===== src/rtl/conv_frame_ctrl.sv =====
// Frame sequencer for a rate-1/2 convolutional encoder: clears the encoder, streams
// data bits, appends the zero tail, and buffers returned symbols in a 4-entry FIFO.
module conv_frame_ctrl #(
  parameter int LEN_W      = 9,
  parameter int FIFO_DEPTH = 4
) (
  input  logic             clk,
  input  logic             rst,
  input  logic             start,
  input  logic [LEN_W-1:0] frame_len,
  input  logic             choose_constraint_length,
  input  logic             in_bit,
  input  logic             in_valid,
  output logic             in_ready,
  output logic             enc_bit,
  output logic             enc_en,
  output logic             enc_clr,
  input  logic [1:0]       sym_in,
  output logic [1:0]       out_sym,
  output logic             out_valid,
  input  logic             out_ready,
  output logic             out_last,
  output logic             busy,
  output logic             done
);

  typedef enum logic [2:0] {IDLE, CLR, DATA, TAIL, DRAIN} state_t;

  state_t           state;
  logic [LEN_W-1:0] len_q;
  logic [LEN_W-1:0] cnt;
  logic             k7_q;
  logic [2:0]       tcnt;
  logic             inflight;
  logic             inflight_last;
  logic             tail_last;
  logic             credit;
  logic             push;
  logic             pop;

  logic [1:0]       sym_mem  [FIFO_DEPTH];
  logic             last_mem [FIFO_DEPTH];
  logic [1:0]       wr_ptr;
  logic [1:0]       rd_ptr;
  logic [2:0]       occ;

  // Credit counts both buffered symbols and the one the encoder is still producing,
  // so the FIFO can never overflow and out_ready has no path to in_ready/enc_en.
  assign credit    = ({1'b0, occ} + {3'b000, inflight}) < 4'(FIFO_DEPTH);
  assign tail_last = (tcnt == (k7_q ? 3'd5 : 3'd1));

  always_comb begin
    in_ready = 1'b0;
    enc_en   = 1'b0;
    enc_bit  = 1'b0;
    if (state == DATA) begin
      in_ready = credit;
      enc_en   = credit & in_valid;
      enc_bit  = credit & in_valid & in_bit;
    end else if (state == TAIL) begin
      enc_en   = credit;
    end
  end

  assign enc_clr   = (state == CLR);
  assign busy      = (state != IDLE);
  assign push      = inflight;
  assign out_valid = (occ != 3'd0);
  assign pop       = out_valid & out_ready;
  assign out_sym   = sym_mem[rd_ptr];
  assign out_last  = out_valid & last_mem[rd_ptr];

  always_ff @(posedge clk) begin
    if (rst) begin
      state         <= IDLE;
      len_q         <= '0;
      cnt           <= '0;
      k7_q          <= 1'b0;
      tcnt          <= 3'd0;
      inflight      <= 1'b0;
      inflight_last <= 1'b0;
      done          <= 1'b0;
    end else begin
      inflight      <= enc_en;
      inflight_last <= enc_en & (state == TAIL) & tail_last;
      done          <= 1'b0;
      case (state)
        IDLE: begin
          if (start && (frame_len != '0)) begin
            len_q <= frame_len;
            k7_q  <= choose_constraint_length;
            cnt   <= '0;
            tcnt  <= 3'd0;
            state <= CLR;
          end
        end
        CLR: state <= DATA;
        DATA: begin
          if (enc_en) begin
            if (cnt == len_q - LEN_W'(1)) begin
              cnt   <= '0;
              state <= TAIL;
            end else begin
              cnt <= cnt + LEN_W'(1);
            end
          end
        end
        TAIL: begin
          if (enc_en) begin
            tcnt <= tcnt + 3'd1;
            if (tail_last) state <= DRAIN;
          end
        end
        DRAIN: begin
          if ((occ == 3'd0) && !inflight) begin
            done  <= 1'b1;
            state <= IDLE;
          end
        end
        default: state <= IDLE;
      endcase
    end
  end

  always_ff @(posedge clk) begin
    if (rst) begin
      wr_ptr <= 2'd0;
      rd_ptr <= 2'd0;
      occ    <= 3'd0;
    end else begin
      if (push) wr_ptr <= wr_ptr + 2'd1;
      if (pop)  rd_ptr <= rd_ptr + 2'd1;
      case ({push, pop})
        2'b10:   occ <= occ + 3'd1;
        2'b01:   occ <= occ - 3'd1;
        default: occ <= occ;
      endcase
    end
  end

  // Storage needs no reset; occupancy alone decides what is visible.
  always_ff @(posedge clk) begin
    if (push) begin
      sym_mem[wr_ptr]  <= sym_in;
      last_mem[wr_ptr] <= inflight_last;
    end
  end

endmodule

===== config.mk =====
export PLATFORM = sky130hd
export DESIGN_NAME = conv_frame_ctrl
export DESIGN_NICKNAME = d
export VERILOG_FILES = /design/src/rtl/conv_frame_ctrl.sv
export SDC_FILE = /design/constraint.sdc
export NUM_CORES = 1
export LEC_CHECK = 0
export BUFFER_PORTS_ARGS = -buffer_cell sky130_fd_sc_hd__buf_2
export CORE_MARGIN = 1
export CORE_UTILIZATION = 57
export CTS_CLUSTER_DIAMETER = 200
export DETAILED_ROUTE_END_ITERATION = 10
export PLACE_DENSITY = 0.78
export SLEW_MARGIN = 20
export SYNTH_ARGS = -nofsm -noshare
export SYNTH_HDL_FRONTEND = slang
export SYNTH_SLANG_ARGS = --single-unit

===== constraint.sdc =====
create_clock -name clk -period 2.5 [get_ports clk]
set_input_delay 0.375 -clock clk [delete_from_list [all_inputs] [get_ports clk]]
set_output_delay 0.375 -clock clk [all_outputs]
set_load 0.1 [all_outputs]

==> results of run 1 <==
## cells in the mapped netlist (2+ instances only)
cell type  count  area share
a31oi_1        4       0.010
or3_1          5       0.013
and3_1         3      0.0077
dfxtp_1       37        0.31
nand4_1        3      0.0077
nor2_1        39       0.060
or2_2          3      0.0077
clkbuf_1       7       0.011
o32ai_1        2      0.0072
a21oi_1        9       0.019
xor2_1         9       0.033
nor3_1         4      0.0083
xnor2_1       16       0.058
nand3_1        2      0.0041
edfxtp_1      12        0.15
nand2_1        8       0.012
nor3b_1        2      0.0062
mux2i_1        8       0.033
inv_1         13       0.020
nor4_1         5       0.013
o21ai_0        4      0.0083
nor4b_1        2      0.0072
nand2b_1       3      0.0077
mux4_2         3       0.028
ha_1           9       0.046
and2_1        13       0.034
o211ai_1       2      0.0062
## timing repair
| item | CTS | global route |
|---|---|---|
| buffers inserted | 0 | 0 |
| endpoints found under the setup margin | 0 | 8 |
| resized for setup | 0 | 3 |
| endpoints found under the hold margin | 0 | 0 |
## registers in the layout, indices dropped and copies added, names as in the netlist, named ones only
| signal | count |
|---|---|
| tcnt | 3 |
| cnt | 9 |
| last_mem | 4 |
| len_q | 9 |
| done | 1 |
| k7_q | 1 |
| occ | 3 |
| state | 3 |
| inflight_last | 1 |
| inflight | 1 |
| rd_ptr | 2 |
| wr_ptr | 2 |
| sym_mem | 8 |
## metrics by stage
step                      setup TNS, ns   util  hold slack [ns]  power (W)  cells
after floorplan                  -0.266      -            0.438    0.00208    247
after global routing                  0  0.677            0.273    0.00294    327
after global placement                0  0.650            0.467    0.00228    319
final                                 0  0.677            0.283    0.00277    327
after CTS                             0  0.673            0.277    0.00277    327
after detailed placement              0  0.650            0.487    0.00229    319
## logic make-up after synthesis
logic type | count (synthesis) | share of synthesized area
xor gates and xnor gates | 25 | 0.0903
AOI/OAI and AO/OA | 31 | 0.0909
muxes | 11 | 0.0609
buffers and inverters | 21 | 0.0341
adders and majority gates | 10 | 0.0547
DFF | 49 | 0.454
and+or+nand+nor | 100 | 0.215
## worst max-delay path, delay by kind of cell (launching register included)
kind | cells | cell delay, ns
AO/OA/AOI/OAI | 3 | 0.42
adder cells (fa/ha/maj) | 1 | 0.19
buffers and inverters | 1 | 0.08
flip-flops | 1 | 0.35
AND/OR/NAND/NOR | 3 | 1.07
## worst min-delay path by stage
stage / slack, ns / endpoint / cells past startpoint / start
floorplan: 0.44 / last_mem[0] / 0 / inflight_last
global placement: 0.47 / last_mem[2] / 0 / inflight_last
detailed placement: 0.49 / last_mem[3] / 0 / inflight_last
CTS: 0.28 / sym_mem[0][1] / 1 / sym_in[1]
global route: 0.27 / sym_mem[1][1] / 1 / sym_in[1]
finish: 0.28 / sym_mem[0][1] / 1 / sym_in[1]
## area by class of cell
type	count	area, µm²
sequential	49	1100
tap	50	62.6
clock inverter	3	25.0
inverter	13	48.8
fill	314	1300
timing repair buffer	30	158
multi-input combinational	177	1260
clock buffer	5	68.8
## metal layers
layer | share of wire | up-vias | global-route usage
met2 | 0.46 | 32 | 0.326
met3 | 0.040 | 5 | 0.0625
met4 | 0.011 | 0 | 0.0718
li1 | - | 920 | -
met5 | 0 | - | 0
met1 | 0.49 | 820 | 0.306
## power by group
part           internal (W)  switching, W
registers          0.000902      0.000120
clock network      0.000202      0.000274
logic              0.000404      0.000870
==> flow_summary.toml, run 1 <==
[drt]
num_vias = 1777
dr.first_iter.drc_count = 82
ant_nets = 0
drt_pass1_iterations = 4
viasPerCell = 5.43
drc = 0
wirelength_um = 4330
wl_per_cell_um = 13.3

[finish]
synthToLayoutAreaGrowth_pct = 12.6
drive_above_1_share = 0.195
nNetsFinal = 304
final_common_cell = "nor2_1"
diodes = 0
final_cell_mix = "nor2_1, dfxtp_1, buf_2"
final_area_um2 = 2730

[critical_path]
r2r-start = "len_q[0]"
worst_setup_path_start_kind = "flop"
critPathLaunch = "len_q[0]"
r2r_end = "cnt[0]"
r2r_setup_slack_ns = 0.24
crit_path_max_fanout = 4
critPathMaxStageDelay_ns = 0.50
cp_data_arrival_time_ns = 2.43
path_class = "reg2reg"
end_kind = "flop"
cp_slowest_cell = "or3b_2"
cp.required_ns = 2.67
path_cells = "inv_1 -> ha_1 -> or3b_2 -> nor4b_1 -> a22oi_1 -> o21ai_0 -> and2_1 -> o32ai_1"
cp-endpoint = "cnt[0]"
r2r_cells = 8

[worst_hold_path]
hold_class = "in2reg"

[grt]
grt_max_degree = 33
grt_pass1_vias = 1566
grt.total_usage = 0.220
antenna_found_initial = 0
grt_overflow = 0
grt_pass1_wl_um = 7220

[yosys]
synthCells = 247
async_flop_share = 0
synth_edf_count = 12
synth_cell_types = 47
ys_warn_count = 0
ys.flop_type = "dfxtp_1"
ys_ff_latch = 49
seq_area_frac_synth = 0.454
syn_nets = 275
synthesis.area_um2 = 2420
avgSynthCellArea_um2 = 9.81

[cts]
cts_tree = "yes"
clock_latency_ns = 0.30
cts_made_buffers = 5
path_clk_slew_ns = 0.09
htree_levels = 2
cts-root-buf = "clkbuf_8"
cts_hold_buf = 0
cts_buffer_depth = 2
cts_num_sinks = 49

[sta]
maxSlewHeadroom = 0.631
slew_viol_final = 0
fmax_mhz = 443
clock_skew_ns = 0.00495
period_share = 0.903
tightest_slew_ns = 0.553
rsz0062_at_grt = "false"
fin_crit_ns = 2.26
fin_ws_ns = 0.243
finalSetupViolations = 0
final-hold-violation-count = 0

[power]
leakagePower_nw = 1.07
power.density_nw_per_um2 = 1020
vdd_ir_drop_max_mv = 0.814

[floorplanning]
chipWidth_um = 67.2
io_pins = 28
dieArea_um2 = 4520
core_um2 = 4030
rows = 23
start_util = 0.602
dieHeight_um = 67.2

[placement]
portBuffers = 27
dp_hpwl_um = 3220
post-place-ws_ns = 0.252
gp_congestion = 0.786
place_area_um2 = 2620

[status]
status = "finished, final reports clean"

[run]
drv_cap = 0
(Power assumes the default switching activity.)
==> run 2: changes to the inputs <==
--- a/config.mk
+++ b/config.mk
@@ -11,6 +11,7 @@
 export CTS_CLUSTER_DIAMETER = 200
 export DETAILED_ROUTE_END_ITERATION = 10
 export PLACE_DENSITY = 0.78
+export REMOVE_ABC_BUFFERS = 1
 export SLEW_MARGIN = 20
 export SYNTH_ARGS = -nofsm -noshare
 export SYNTH_HDL_FRONTEND = slang
==> flow_summary.toml, run 2 (synthesis gave the netlist of run 1 again) <==
[status]
status = "finished, final reports clean"

[grt]
grt_overflow = 0
grt_max_degree = 33
grt_pass1_wl_um = 7780
grt.total_usage = 0.231
antenna_found_initial = 0
grt_pass1_vias = 1746

[sta]
period_share = 0.943
maxSlewHeadroom = 0.614
fin_ws_ns = 0.144
clock_skew_ns = 0.00886
final-hold-violation-count = 0
fin_crit_ns = 2.36
tightest_slew_ns = 0.579
finalSetupViolations = 0
fmax_mhz = 424
slew_viol_final = 0
rsz0062_at_grt = "false"

[floorplanning]
core_um2 = 4030
io_pins = 28
rows = 23
chipWidth_um = 67.2
dieHeight_um = 67.2
dieArea_um2 = 4520
start_util = 0.602

[power]
power.density_nw_per_um2 = 1020
vdd_ir_drop_max_mv = 0.855
leakagePower_nw = 1.07
power_w = 0.00279

[critical_path]
r2r_setup_slack_ns = 0.14
cp_data_arrival_time_ns = 2.56
path_cells = "inv_1 -> ha_1 -> or3b_2 -> nor2_1 -> a32oi_1 -> nor4_1 -> a31oi_2 -> and2_1"
end_kind = "flop"
r2r_end = "cnt[5]"
path_class = "reg2reg"
cp.required_ns = 2.70
r2r_cells = 8
crit_path_max_fanout = 6
cp_slowest_cell = "nor4_1"
worst_setup_path_start_kind = "flop"
r2r-start = "len_q[0]"
critPathLaunch = "len_q[0]"
critPathMaxStageDelay_ns = 0.53

[drt]
wirelength_um = 4650
drt_pass1_iterations = 4
viasPerCell = 5.57
ant_nets = 0
wl_per_cell_um = 14.1
dr.first_iter.drc_count = 176
num_vias = 1831
drc = 0

[worst_hold_path]
min-delay-start = "sym_in[0]"
min_path_cells = 1
hold_class = "in2reg"
hold_end = "sym_mem[3][0]"

[cts]
path_clk_slew_ns = 0.09
cts_made_buffers = 5
cts_num_sinks = 49
clock_latency_ns = 0.30
htree_levels = 2
cts_buffer_depth = 2
cts_hold_buf = 0
cts-root-buf = "clkbuf_8"
cts_tree = "yes"

[finish]
synthToLayoutAreaGrowth_pct = 12.4
largestRegisters = "cnt: 9 flops, len_q: 9 flops, sym_mem: 8 flops"
drive_above_1_share = 0.186
nNetsFinal = 306
diodes = 0
final_cells = 329
final_cell_mix = "nor2_1, dfxtp_1, buf_2"
final_common_cell = "nor2_1"

[placement]
portBuffers = 27
post-place-ws_ns = 0.190
gp_congestion = 0.839
dp_hpwl_um = 3480
placed_cells = 321

[run]
drv_cap = 0
-- run 2: cell count changes in the layout (fill, tap and decap cells not counted) --
| cell | delta |
|---|---|
| buf_4 | +2 |
| nor3b_1 | +2 |
| nor3b_2 | -2 |
| clkinv_4 | -1 |
| inv_6 | +1 |
| nor2_1 | +1 |
| nor2_2 | -1 |
| nor4_1 | +1 |
| nor4_2 | -1 |
-- run 2: what timing repair did --
action,in CTS,in global routing
resized for setup,0,1
setup buffers,0,0
endpoints found under the setup margin,0,5
-- run 2: cell type report --
cell class / count / area [µm²]
Fill cell: 334 / 1300
Multi-Input combinational cell: 177 / 1250
Sequential cell: 49 / 1100
Timing Repair Buffer: 32 / 173
Clock buffer: 5 / 68.8
Tap cell: 50 / 62.6
Inverter: 13 / 48.8
Clock inverter: 3 / 25.0
-- run 2: worst max path at each step --
| stage | to | slack (ns) | depth (start not counted) |
|---|---|---|---|
| 2_1_floorplan | enc_en | -0.68 | 4 |
| 3_3_place_gp | cnt[5] | 0.30 | 8 |
| 3_5_place_dp | cnt[5] | 0.19 | 8 |
| 4_1_cts | cnt[8] | 0.11 | 7 |
| 5_1_grt | cnt[5] | 0.003 | 8 |
| 6_report | cnt[5] | 0.14 | 8 |
-- run 2: where the power goes --
part | total (W) | internal, W | switching [W] | leakage (nW)
Clock | 0.000476 | 0.000204 | 0.000272 | 0.0452
Sequential | 0.00102 | 0.000902 | 0.000113 | 0.409
Combinational | 0.00130 | 0.000411 | 0.000889 | 0.616
Total | 0.00279 | 0.00152 | 0.00127 | 1.07
-- run 2: critical path, delay by kind of cell, from the launching register on --
family / cells / cell delay, ns
buf+inv: 1 / 0.09
simple gates: 4 / 1.35
compound gates: 2 / 0.28
flops: 1 / 0.35
fa+ha+maj: 1 / 0.19
-- run 2: per-layer routing --
metal / global-route usage / share of wire
met5: 0 / 0
met1: 0.297 / 0.47
met3: 0.0490 / 0.054
met4: 0.0878 / 0.015
met2: 0.379 / 0.46
-- run 2: per-stage QoR --
stage	utilization	setup TNS, ns	area [µm²]	hold slack (ns)
6_report	0.676	0	2730	0.291
5_1_grt	0.676	0	2730	0.290
4_1_cts	0.675	0	2720	0.291
3_5_place_dp	0.652	0	2630	0.465
3_3_place_gp	0.652	0	2630	0.456
2_1_floorplan	-	-1.47	2390	0.438
==> run 3: changes to the inputs <==
--- a/config.mk
+++ b/config.mk
@@ -11,6 +11,7 @@
 export CTS_CLUSTER_DIAMETER = 200
 export DETAILED_ROUTE_END_ITERATION = 10
 export PLACE_DENSITY = 0.78
+export RECOVER_POWER = 25
 export REMOVE_ABC_BUFFERS = 1
 export SLEW_MARGIN = 20
 export SYNTH_ARGS = -nofsm -noshare
==> flow_summary.toml, run 3 (synthesis gave the netlist of run 1 again) <==
[critical_path]
worst_setup_path_start_kind = "flop"
cp_slowest_cell = "nor4_1"
path_class = "reg2reg"
end_kind = "flop"
cp_data_arrival_time_ns = 2.56
crit_path_max_fanout = 6
cp.required_ns = 2.70
critPathMaxStageDelay_ns = 0.53
path_cells = "inv_1 -> ha_1 -> or3b_2 -> nor2_1 -> a32oi_1 -> nor4_1 -> a31oi_2 -> and2_1"

[power]
p_clk_frac = 0.171
vdd_ir_drop_max_mv = 0.855
power_switching_w = 0.00127
leakagePower_nw = 1.06
power.density_nw_per_um2 = 1020
sw_frac_of_total = 0.456
power_w = 0.00279
seqPwrFrac = 0.364
comb_power_share = 0.466
p_int_w = 0.00152

[grt]
use_met2 = 0.379
grt_overflow = 0
grt_util_met1 = 0.297
grt_pass1_wl_um = 7780
grt_max_degree = 33
top_usage_layer = "met2"
grt.total_usage = 0.231
grt_pass1_vias = 1746
globalRouteMet3Util = 0.0490
antenna_found_initial = 0

[finish]
largestRegisters = "cnt: 9 flops, len_q: 9 flops, sym_mem: 8 flops"
nNetsFinal = 306
drive_above_1_share = 0.179
final_core_util = 0.676
diodes = 0
final_common_cell = "nor2_1"
synthToLayoutAreaGrowth_pct = 12.3
final_cells = 329
final_area_um2 = 2720
final_cell_mix = "nor2_1, dfxtp_1, buf_2"

[floorplanning]
dieHeight_um = 67.2
start_util = 0.602
dieArea_um2 = 4520
io_pins = 28
rows = 23
core_um2 = 4030
chipWidth_um = 67.2

[cts]
clock_latency_ns = 0.30
cts_num_sinks = 49
cts_hold_buf = 0
cts_setup_buffers = 0
htree_levels = 2
cts_made_buffers = 5
path_clk_slew_ns = 0.09
cts_tree = "yes"
cts-root-buf = "clkbuf_8"
cts_buffer_depth = 2

[drt]
wl_per_cell_um = 14.1
wirelength_um = 4650
ant_nets = 0
dr.first_iter.drc_count = 176
viasPerCell = 5.57
drt_pass1_iterations = 4
drc = 0
num_vias = 1834

[sta]
fin_crit_ns = 2.36
tightest_slew_ns = 0.579
finalSetupViolations = 0
final-hold-violation-count = 0
tns_ns = 0
rsz0062_at_grt = "false"
fmax_mhz = 424
slew_viol_final = 0
maxSlewHeadroom = 0.614
clock_skew_ns = 0.00886
period_share = 0.942

[placement]
place_area_um2 = 2630
gp_congestion = 0.839
placed_cells = 321
dp_hpwl_um = 3480
portBuffers = 27

[worst_hold_path]
hold_class = "in2reg"

[run]
drv_cap = 0

[status]
status = "finished, final reports clean"
## run 3: cell types whose count changed in the layout (fill, tap and decap cells not counted)
cell      change
and2_0        +1
clkbuf_1      +2
and2_1        -1
buf_2         -2
## run 3: metrics by stage
| step | setup WS (ns) | hold WS, ns |
|---|---|---|
| after floorplan | -0.677 | 0.438 |
| after global placement | 0.297 | 0.456 |
| after detailed placement | 0.190 | 0.465 |
| after CTS | 0.115 | 0.291 |
| after global routing | 0.00262 | 0.328 |
| final | 0.144 | 0.313 |
## run 3: path summary, 6_finish.rpt
check           endpoint  slack (ns)  cells after the start           from
max               cnt[5]        0.14                      8       len_q[0]
min             len_q[3]        0.31                      3   frame_len[3]
min reg2reg  last_mem[2]        0.50                      0  inflight_last
max reg2reg       cnt[5]        0.14                      8       len_q[0]
## run 3: repair_timing
action | in CTS | in global routing
endpoints found under the hold margin | 0 | 0
setup endpoints to repair | 0 | 5
resized for setup | 0 | 1
## run 3: power groups by stage
stage                     Clock [W]  Sequential, W  Combinational [W]
after CTS                  0.000484        0.00101            0.00129
after detailed placement          0        0.00103            0.00127
after global routing       0.000517        0.00103            0.00141
after floorplan                   0        0.00101            0.00104
after global placement            0        0.00103            0.00127
final                      0.000476        0.00102            0.00130
## run 3: worst max-delay path, delay by kind of cell, from the launching register on
family	cells	cell delay, ns
adders and majority gates	1	0.19
buffers and inverters	1	0.09
AOI/OAI and AO/OA	2	0.28
and+or+nand+nor	4	1.35
DFF	1	0.35
## run 3: layout make-up
class                           instances  area, µm²
Inverter                               13       48.8
Sequential cell                        49       1100
Clock buffer                            5       68.8
Tap cell                               50       62.6
Fill cell                             334       1310
Clock inverter                          3       25.0
Timing Repair Buffer                   32        170
Multi-Input combinational cell        177       1250
## run 3: layer usage
layer  up-vias  wire length, µm
li1        920                -
met1       855             2200
met2        52             2130
met3         7              248
met4         0               69
met5         -                0
